### src/rtl/overcooked_pkg.sv
// Shared kitchen types and tile-grid geometry for the chef/tile-state datapath.
package overcooked_pkg;

    localparam int unsigned X_ORIGIN  = 20;
    localparam int unsigned Y_ORIGIN  = 100;
    localparam int unsigned TILE_SIZE = 40;
    localparam int unsigned NUM_COLS  = 15;
    localparam int unsigned NUM_ROWS  = 8;
    localparam int unsigned ITEM_W    = 3;
    localparam int unsigned COORD_W   = 10;
    localparam int unsigned IDX_W     = 7;

    typedef enum logic [ITEM_W-1:0] {
        NONE   = 3'd0,
        ONION  = 3'd1,
        TOMATO = 3'd2,
        PLATE  = 3'd3,
        SOUP   = 3'd4
    } item_t;

    typedef enum logic {
        OpPick = 1'b0,
        OpDrop = 1'b1
    } op_t;

    typedef enum logic [2:0] {
        StIdle,
        StMap,
        StRead,
        StDecide,
        StWrite,
        StResp
    } arb_state_t;

    function automatic logic [1:0] chef_onehot(input logic chef);
        return chef ? 2'b10 : 2'b01;
    endfunction

endpackage

### src/rtl/tile_access_arbiter_if.sv
// Chef request/ack bus plus tile-state RAM port of the tile access arbiter.
interface tile_access_arbiter_if;
    import overcooked_pkg::*;

    logic [1:0]         req;
    logic [COORD_W-1:0] x0;
    logic [COORD_W-1:0] y0;
    logic [COORD_W-1:0] x1;
    logic [COORD_W-1:0] y1;
    logic [1:0]         op;
    logic [ITEM_W-1:0]  hold0;
    logic [ITEM_W-1:0]  hold1;
    logic [1:0]         ack;
    logic               success;
    logic [ITEM_W-1:0]  item_out;
    logic [IDX_W-1:0]   tile_idx;
    logic [IDX_W-1:0]   ram_addr;
    logic [ITEM_W-1:0]  ram_rdata;
    logic               ram_we;
    logic [ITEM_W-1:0]  ram_wdata;
    logic               busy;

    modport slave (
        input  req, x0, y0, x1, y1, op, hold0, hold1, ram_rdata,
        output ack, success, item_out, tile_idx, ram_addr, ram_we, ram_wdata, busy
    );

    modport master (
        output req, x0, y0, x1, y1, op, hold0, hold1, ram_rdata,
        input  ack, success, item_out, tile_idx, ram_addr, ram_we, ram_wdata, busy
    );

endinterface

### src/rtl/tile_coord_mapper.sv
// Maps a chef pixel position to a linear tile index and flags positions off the grid.
module tile_coord_mapper
    import overcooked_pkg::*;
(
    input  logic [COORD_W-1:0] x_i,
    input  logic [COORD_W-1:0] y_i,
    output logic [IDX_W-1:0]   idx_o,
    output logic               in_bounds_o
);

    localparam logic [COORD_W-1:0] XMin    = COORD_W'(X_ORIGIN);
    localparam logic [COORD_W-1:0] XEnd    = COORD_W'(X_ORIGIN + NUM_COLS * TILE_SIZE);
    localparam logic [COORD_W-1:0] YMin    = COORD_W'(Y_ORIGIN);
    localparam logic [COORD_W-1:0] YEnd    = COORD_W'(Y_ORIGIN + NUM_ROWS * TILE_SIZE);
    localparam logic [COORD_W-1:0] TileSz  = COORD_W'(TILE_SIZE);
    localparam logic [COORD_W-1:0] NumCols = COORD_W'(NUM_COLS);

    logic [COORD_W-1:0] dx, dy, col, row;

    always_comb begin
        in_bounds_o = (x_i >= XMin) && (x_i < XEnd) && (y_i >= YMin) && (y_i < YEnd);
        dx = '0;
        dy = '0;
        // Offsets are only formed on-grid so the unsigned subtraction never wraps.
        if (in_bounds_o) begin
            dx = x_i - XMin;
            dy = y_i - YMin;
        end
        col   = dx / TileSz;
        row   = dy / TileSz;
        idx_o = IDX_W'(col + row * NumCols);
    end

endmodule

### src/rtl/tile_access_arbiter.sv
// Round-robin arbiter serialising both chefs' pick/drop read-modify-writes on the tile RAM.
module tile_access_arbiter
    import overcooked_pkg::*;
(
    input  logic                  Clk,
    input  logic                  Reset_n,
    tile_access_arbiter_if.slave  bus_io
);

    arb_state_t         state_q, state_d;
    logic               last_q, last_d;
    logic               gnt_q, gnt_d;
    logic [1:0]         mask_q, mask_d;
    logic [COORD_W-1:0] x_q, x_d, y_q, y_d;
    op_t                op_q, op_d;
    logic [ITEM_W-1:0]  hold_q, hold_d;
    logic [IDX_W-1:0]   idx_q, idx_d;
    logic               succ_q, succ_d;
    logic [ITEM_W-1:0]  item_q, item_d;
    logic [ITEM_W-1:0]  wdata_q, wdata_d;

    logic [1:0]         req_eff;
    logic               grant;
    logic [ITEM_W-1:0]  tile;
    logic [IDX_W-1:0]   map_idx;
    logic               map_in_bounds;

    tile_coord_mapper u_mapper (
        .x_i         (x_q),
        .y_i         (y_q),
        .idx_o       (map_idx),
        .in_bounds_o (map_in_bounds)
    );

    always_ff @(posedge Clk or negedge Reset_n) begin
        if (!Reset_n) begin
            state_q <= StIdle;
            last_q  <= 1'b1;
            gnt_q   <= 1'b0;
            mask_q  <= '0;
            x_q     <= '0;
            y_q     <= '0;
            op_q    <= OpPick;
            hold_q  <= '0;
            idx_q   <= '0;
            succ_q  <= 1'b0;
            item_q  <= '0;
            wdata_q <= '0;
        end else begin
            state_q <= state_d;
            last_q  <= last_d;
            gnt_q   <= gnt_d;
            mask_q  <= mask_d;
            x_q     <= x_d;
            y_q     <= y_d;
            op_q    <= op_d;
            hold_q  <= hold_d;
            idx_q   <= idx_d;
            succ_q  <= succ_d;
            item_q  <= item_d;
            wdata_q <= wdata_d;
        end
    end

    always_comb begin
        state_d = state_q;
        last_d  = last_q;
        gnt_d   = gnt_q;
        mask_d  = '0;
        x_d     = x_q;
        y_d     = y_q;
        op_d    = op_q;
        hold_d  = hold_q;
        idx_d   = idx_q;
        succ_d  = succ_q;
        item_d  = item_q;
        wdata_d = wdata_q;
        req_eff = '0;
        grant   = 1'b0;
        tile    = bus_io.ram_rdata;

        bus_io.ack       = '0;
        bus_io.success   = 1'b0;
        bus_io.item_out  = '0;
        bus_io.tile_idx  = '0;
        bus_io.ram_addr  = '0;
        bus_io.ram_we    = 1'b0;
        bus_io.ram_wdata = '0;
        bus_io.busy      = (state_q != StIdle);

        unique case (state_q)
            StIdle: begin
                // The chef acked last cycle may still show req; ignore it for one cycle.
                req_eff = bus_io.req & ~mask_q;
                if (req_eff != 2'b00) begin
                    grant   = (req_eff == 2'b11) ? ~last_q : req_eff[1];
                    gnt_d   = grant;
                    last_d  = grant;
                    x_d     = grant ? bus_io.x1 : bus_io.x0;
                    y_d     = grant ? bus_io.y1 : bus_io.y0;
                    op_d    = op_t'(bus_io.op[grant]);
                    hold_d  = grant ? bus_io.hold1 : bus_io.hold0;
                    state_d = StMap;
                end
            end
            StMap: begin
                if (map_in_bounds) begin
                    idx_d   = map_idx;
                    state_d = StRead;
                end else begin
                    idx_d   = '0;
                    succ_d  = 1'b0;
                    item_d  = hold_q;
                    state_d = StResp;
                end
            end
            StRead: begin
                bus_io.ram_addr = idx_q;
                state_d         = StDecide;
            end
            StDecide: begin
                bus_io.ram_addr = idx_q;
                succ_d  = 1'b0;
                item_d  = hold_q;
                wdata_d = '0;
                if (op_q == OpPick) begin
                    if (tile != '0 && hold_q == '0) begin
                        succ_d = 1'b1;
                        item_d = tile;
                    end
                end else if (tile == '0 && hold_q != '0) begin
                    succ_d  = 1'b1;
                    item_d  = '0;
                    wdata_d = hold_q;
                end
                state_d = StWrite;
            end
            StWrite: begin
                bus_io.ram_addr  = idx_q;
                bus_io.ram_we    = succ_q;
                bus_io.ram_wdata = succ_q ? wdata_q : '0;
                state_d          = StResp;
            end
            StResp: begin
                bus_io.ack      = chef_onehot(gnt_q);
                bus_io.success  = succ_q;
                bus_io.item_out = item_q;
                bus_io.tile_idx = idx_q;
                mask_d          = chef_onehot(gnt_q);
                state_d         = StIdle;
            end
            default: state_d = StIdle;
        endcase
    end

endmodule

### src/flat_wrapper.sv
// flat-port wrapper written by rule: the top's interface ports become plain ports
module tile_access_arbiter_flat import overcooked_pkg::*;
  (Clk, Reset_n, bus_io_req, bus_io_x0, bus_io_y0, bus_io_x1, bus_io_y1, bus_io_op, bus_io_hold0, bus_io_hold1, bus_io_ram_rdata, bus_io_ack, bus_io_success, bus_io_item_out, bus_io_tile_idx, bus_io_ram_addr, bus_io_ram_we, bus_io_ram_wdata, bus_io_busy);
  tile_access_arbiter_if bus_io_i ();
  input  logic Clk;
  input  logic Reset_n;
  input wire logic [$bits(bus_io_i.req)-1:0] bus_io_req;
  input wire logic [$bits(bus_io_i.x0)-1:0] bus_io_x0;
  input wire logic [$bits(bus_io_i.y0)-1:0] bus_io_y0;
  input wire logic [$bits(bus_io_i.x1)-1:0] bus_io_x1;
  input wire logic [$bits(bus_io_i.y1)-1:0] bus_io_y1;
  input wire logic [$bits(bus_io_i.op)-1:0] bus_io_op;
  input wire logic [$bits(bus_io_i.hold0)-1:0] bus_io_hold0;
  input wire logic [$bits(bus_io_i.hold1)-1:0] bus_io_hold1;
  input wire logic [$bits(bus_io_i.ram_rdata)-1:0] bus_io_ram_rdata;
  output wire logic [$bits(bus_io_i.ack)-1:0] bus_io_ack;
  output wire logic [$bits(bus_io_i.success)-1:0] bus_io_success;
  output wire logic [$bits(bus_io_i.item_out)-1:0] bus_io_item_out;
  output wire logic [$bits(bus_io_i.tile_idx)-1:0] bus_io_tile_idx;
  output wire logic [$bits(bus_io_i.ram_addr)-1:0] bus_io_ram_addr;
  output wire logic [$bits(bus_io_i.ram_we)-1:0] bus_io_ram_we;
  output wire logic [$bits(bus_io_i.ram_wdata)-1:0] bus_io_ram_wdata;
  output wire logic [$bits(bus_io_i.busy)-1:0] bus_io_busy;
  assign bus_io_i.req = bus_io_req;
  assign bus_io_i.x0 = bus_io_x0;
  assign bus_io_i.y0 = bus_io_y0;
  assign bus_io_i.x1 = bus_io_x1;
  assign bus_io_i.y1 = bus_io_y1;
  assign bus_io_i.op = bus_io_op;
  assign bus_io_i.hold0 = bus_io_hold0;
  assign bus_io_i.hold1 = bus_io_hold1;
  assign bus_io_i.ram_rdata = bus_io_ram_rdata;
  assign bus_io_ack = bus_io_i.ack;
  assign bus_io_success = bus_io_i.success;
  assign bus_io_item_out = bus_io_i.item_out;
  assign bus_io_tile_idx = bus_io_i.tile_idx;
  assign bus_io_ram_addr = bus_io_i.ram_addr;
  assign bus_io_ram_we = bus_io_i.ram_we;
  assign bus_io_ram_wdata = bus_io_i.ram_wdata;
  assign bus_io_busy = bus_io_i.busy;
  tile_access_arbiter u_core (.Clk(Clk), .Reset_n(Reset_n), .bus_io(bus_io_i));
endmodule
### config.mk
export PLATFORM = sky130hd
export DESIGN_NAME = tile_access_arbiter_flat
export DESIGN_NICKNAME = d
export VERILOG_FILES = /design/src/rtl/overcooked_pkg.sv /design/src/rtl/tile_access_arbiter_if.sv /design/src/rtl/tile_coord_mapper.sv /design/src/rtl/tile_access_arbiter.sv /design/src/flat_wrapper.sv
export SDC_FILE = /design/constraint.sdc
export NUM_CORES = 1
export LEC_CHECK = 0
export CAP_MARGIN = 30
export CORE_ASPECT_RATIO = 1.1
export CORE_MARGIN = 4
export CORE_UTILIZATION = 47
export DETAILED_ROUTE_END_ITERATION = 10
export PLACE_DENSITY_LB_ADDON = 0.05
export SLEW_MARGIN = 10
export SYNTH_ARGS = -nofsm -noshare
export SYNTH_HDL_FRONTEND = slang
export SYNTH_SLANG_ARGS = --single-unit
### constraint.sdc
create_clock -name Clk -period 4.41 [get_ports Clk]
set_input_delay 1.323 -clock Clk [delete_from_list [all_inputs] [get_ports Clk]]
set_output_delay 1.323 -clock Clk [all_outputs]
set_load 0.02 [all_outputs]
==> run_results.csv <==
group,metric,value,unit
cts,cts_tree,"yes",
final_layout,area_growth,40.59,%
timing,final_max_slew_viol_count,0,
floorplanning,row_count,34,
route,dr.first_iter.drc_count,183,
synth,synthTopCellsByArea,"dfrtp_1 29%, mux2i_1 6.7%, nand2_1 5.7%",
worst_setup_path,crit_slowest_cell,"fa_1",
timing,setup_viol,4,
cts,ctsHtreeMaxLevel,2,
timing,worst_slack,-312.7,ps
placement,gp_congestion,0.9031,
worst_setup_path,cp.arrival,4930,ps
timing,max_freq,211.7,MHz
route,drc,0,
timing,setup_tns,-687.1,ps
worst_setup_path,cp_top_family,"compound AO/OA/AOI/OAI gates",
timing,hold_viol,0,
cts,insertion_delay,310,ps
synth,seq_area_frac_synth,0.2923,
worst_setup_path,path_cells,"inv_2 -> ha_4 -> nand2b_4 -> a21o_1 -> a221o_1 -> a311oi_2 -> o21ai_1 -> a211o_1 -> a21oi_2 -> fa_1 -> fa_1 -> inv_2 -> fa_1 -> ha_4 -> a21oi_2 -> o21bai_1 -> a21oi_1 -> xnor2_1 -> o31ai_1",
route,num_vias,3744,
route,ant_nets,0,
run_status,violations,"setup timing",
global_routing,grt_util_met1,0.2655,
synth,synth_edf_count,0,
synth,synthFlopType,"dfrtp_1",
synth,yosys.area.top_type,"dfrtp_1",
synth,syn_nets,531,
route,wire_per_inst,14.80,um
cts,path_clk_slew,100,ps
synth,synth_cells,451,
cts,numClockSinks,45,
synth,ys_ff_latch,45,
worst_setup_path,crit_buf_inv,2,
floorplanning,core,0.007955,mm^2
floorplanning,die_h,103,um
cts,cts_hold_buf,0,
global_routing,met2_usage,0.3941,
global_routing,grt_max_degree,53,
floorplanning,ios,80,
run_status,outcome,"complete, but fails checks",
synth,syn-mean-instance-area,8.550,um^2
synth,syn-cell-area,0.003856,mm^2
worst_setup_path,crit_path_frequent_cell,"fa_1",
final_layout,nets,653,
timing,tightest_slew,789.4,ps
route,wl,10.09,mm
global_routing,grt.met3_usage,0.02628,
synth,synthArstFlopShare,1.000,
timing,fin_skew,9.876,ps
timing,rsz0062_at_grt,"true",
timing,slew_headroom,0.4726,
placement,port_buffers,79,
synth,ys_types,74,
timing,finalCritPeriodShare,1.071,
worst_hold_path,hold_path_class,"reg -> reg",
worst_setup_path,endpoint_kind,"flip-flop",
cts,cts_root_buf,"clkbuf_8",
global_routing,globalRouteOverflowTotal,0,
synth,synth_largest_type_area_fraction,0.2855,
route,first_pass_iters,4,
worst_setup_path,cp.required,4620,ps
final_layout,finalCoreUtilization,0.6815,
worst_setup_path,crit_fanout,4,
global_routing,grt_pass1_vias,3769,
cts,cts_buffer_depth,2,
worst_setup_path,crit_path_max_incr_delay,540,ps
final_layout,drive_above_1_share,0.2056,
worst_setup_path,cp-start-kind,"flip-flop",
placement,detailed_place_hpwl,8.134,mm
route,vias_per_cell,5.490,
synth,yosysWarnings,0,
placement,dp_slack,-286.0,ps
global_routing,antenna_found_initial,0,
final_layout,num_antenna_cells,0,
worst_setup_path,worstSetupPathType,"reg -> reg",
run,max_cap_violations,0,
global_routing,grt_busiest_layer,"met2",
global_routing,grt_pass1_wl,16.94,mm
floorplanning,dieArea,0.009720,mm^2
cts,cts_buffers,5,
global_routing,track_usage,0.2151,
timing,period_needed,4723,ps
floorplanning,die_w,94.37,um
floorplanning,start_util,0.4847,
==> cell usage after synthesis, types with 2 or more instances <==
library cell   n
o21ai_0       40
clkbuf_1      12
or2_1          2
a311oi_1       4
nor2b_1       16
o21a_1         3
and3_1        15
ha_1          16
or3_1          2
nand2b_1       6
inv_1         19
a31oi_1        4
o21ai_1        5
a221o_1        3
a211oi_1       4
buf_1          3
nor2_2         2
nor3_1         7
xor2_1         6
o211ai_1       4
nand4_1        5
mux2_2         2
dfrtp_1       44
xnor2_1       12
a311o_1        3
mux2i_1       26
a22o_1         3
fa_1           9
nor4bb_1       2
a221oi_1       3
nand3_1        8
buf_2          6
nor2_1        20
a22oi_1        6
nand2_1       59
a21o_1         6
a21oi_1       13
buf_4          2
nor4_1         6
o31ai_1        6
and2_1         4
==> cell usage in the layout (no fill, tap or decap), types with 5 or more instances in the layout <==
cell,netlist,final
a21o_1,6,6
a21oi_1,13,10
a22oi_1,6,6
and3_1,15,15
buf_4,2,59
clkbuf_8,0,5
clkdlybuf4s50_1,0,78
dfrtp_1,44,41
fa_1,9,9
ha_1,16,12
inv_1,19,15
inv_2,1,5
mux2i_1,26,26
nand2_1,59,57
nand2b_1,6,6
nand3_1,8,8
nand4_1,5,5
nor2_1,20,18
nor2b_1,16,16
nor3_1,7,7
nor4_1,6,6
o21ai_0,40,38
o21ai_1,5,7
o31ai_1,6,6
xnor2_1,12,10
==> through the flow <==
| step | instance area (um^2) | std cells | hold slack [ps] |
|---|---|---|---|
| 2_1_floorplan | 3920 | 451 | 442.3 |
| 3_3_place_gp | 5140 | 668 | 457.6 |
| 3_5_place_dp | 5160 | 669 | 471.6 |
| 4_1_cts | 5325 | 678 | 493.5 |
| 5_1_grt | 5421 | 682 | 507.9 |
| 6_report | 5421 | 682 | 488.5 |
==> logic make-up (layout without fill, tap and decap cells) <==
| group | count (synthesis) | in the layout | synth area share |
|---|---|---|---|
| AND/OR/NAND/NOR | 162 | 162 | 0.2151 |
| AO/OA/AOI/OAI | 126 | 126 | 0.2262 |
| flip-flops | 45 | 45 | 0.2923 |
| buffers and inverters | 45 | 168 | 0.04802 |
| multiplexers | 28 | 28 | 0.07333 |
| adder cells (fa/ha/maj) | 27 | 27 | 0.1042 |
| XOR/XNOR | 18 | 18 | 0.04088 |
==> metal layers <==
| layer | up-vias | routed length [um] |
|---|---|---|
| li1 | 1879 | - |
| met1 | 1748 | 4293 |
| met2 | 102 | 5176 |
| met3 | 15 | 489 |
| met4 | 0 | 132 |
| met5 | - | 0 |
==> state kept, by name, summed over array words and instances (netlist names), 2 cells and up <==
register,flops
u_core.hold_q,3
u_core.idx_q,7
u_core.item_q,3
u_core.mask_q,2
u_core.state_q,3
u_core.wdata_q,3
u_core.x_q,10
u_core.y_q,10
==> area by class of cell <==
| class | instances | area [um^2] |
|---|---|---|
| multi-input cells | 361 | 2709 |
| clock buffers | 5 | 68.82 |
| fillers | 693 | 2534 |
| well taps | 108 | 135.1 |
| inverters | 21 | 78.83 |
| repair buffers | 139 | 1249 |
| clock inverters | 3 | 50.05 |
| flip-flops and latches | 45 | 1131 |
==> worst register-to-register path, stage by stage (launching register included) <==
cell and delay [ps]:
dfrtp_2 450, inv_2 80, ha_4 150, nand2b_4 70, a21o_1 200, a221o_1 370, a311oi_2 210, o21ai_1 90
a211o_1 330, a21oi_2 180, fa_1 450, fa_1 520, inv_2 40, fa_1 540, ha_4 220, a21oi_2 150
o21bai_1 80, a21oi_1 170, xnor2_1 100, o31ai_1 210
==> what timing repair did <==
action,4_1_cts,5_1_grt
buffers inserted,2,5
pin swaps,5,9
endpoints found under the setup margin,4,4
resized for setup,8,15
==> path summary, 6_finish.rpt <==
path / startpoint / end / slack, ps / cells after the start
worst max-delay path: u_core.y_q[2]$_DFFE_PN0P_ / u_core.idx_q[6]$_DFFE_PN0P_ / -310 / 19
worst min-delay path: u_core.item_q[2]$_DFFE_PN0P_ / u_core.item_q[2]$_DFFE_PN0P_ / 490 / 2
worst max register to register: u_core.y_q[2]$_DFFE_PN0P_ / u_core.idx_q[6]$_DFFE_PN0P_ / -310 / 19
worst min register to register: u_core.item_q[2]$_DFFE_PN0P_ / u_core.item_q[2]$_DFFE_PN0P_ / 490 / 2
max in group asynchronous: Reset_n / u_core.last_q$_DFFE_PN1P_ / 2960 / 2
min in group asynchronous: Reset_n / u_core.state_q[2]$_DFFE_PN0P_ / 890 / 1
Power is not shown: default switching activity piles up to over one toggle a cycle in this logic, so the estimate is an artifact.
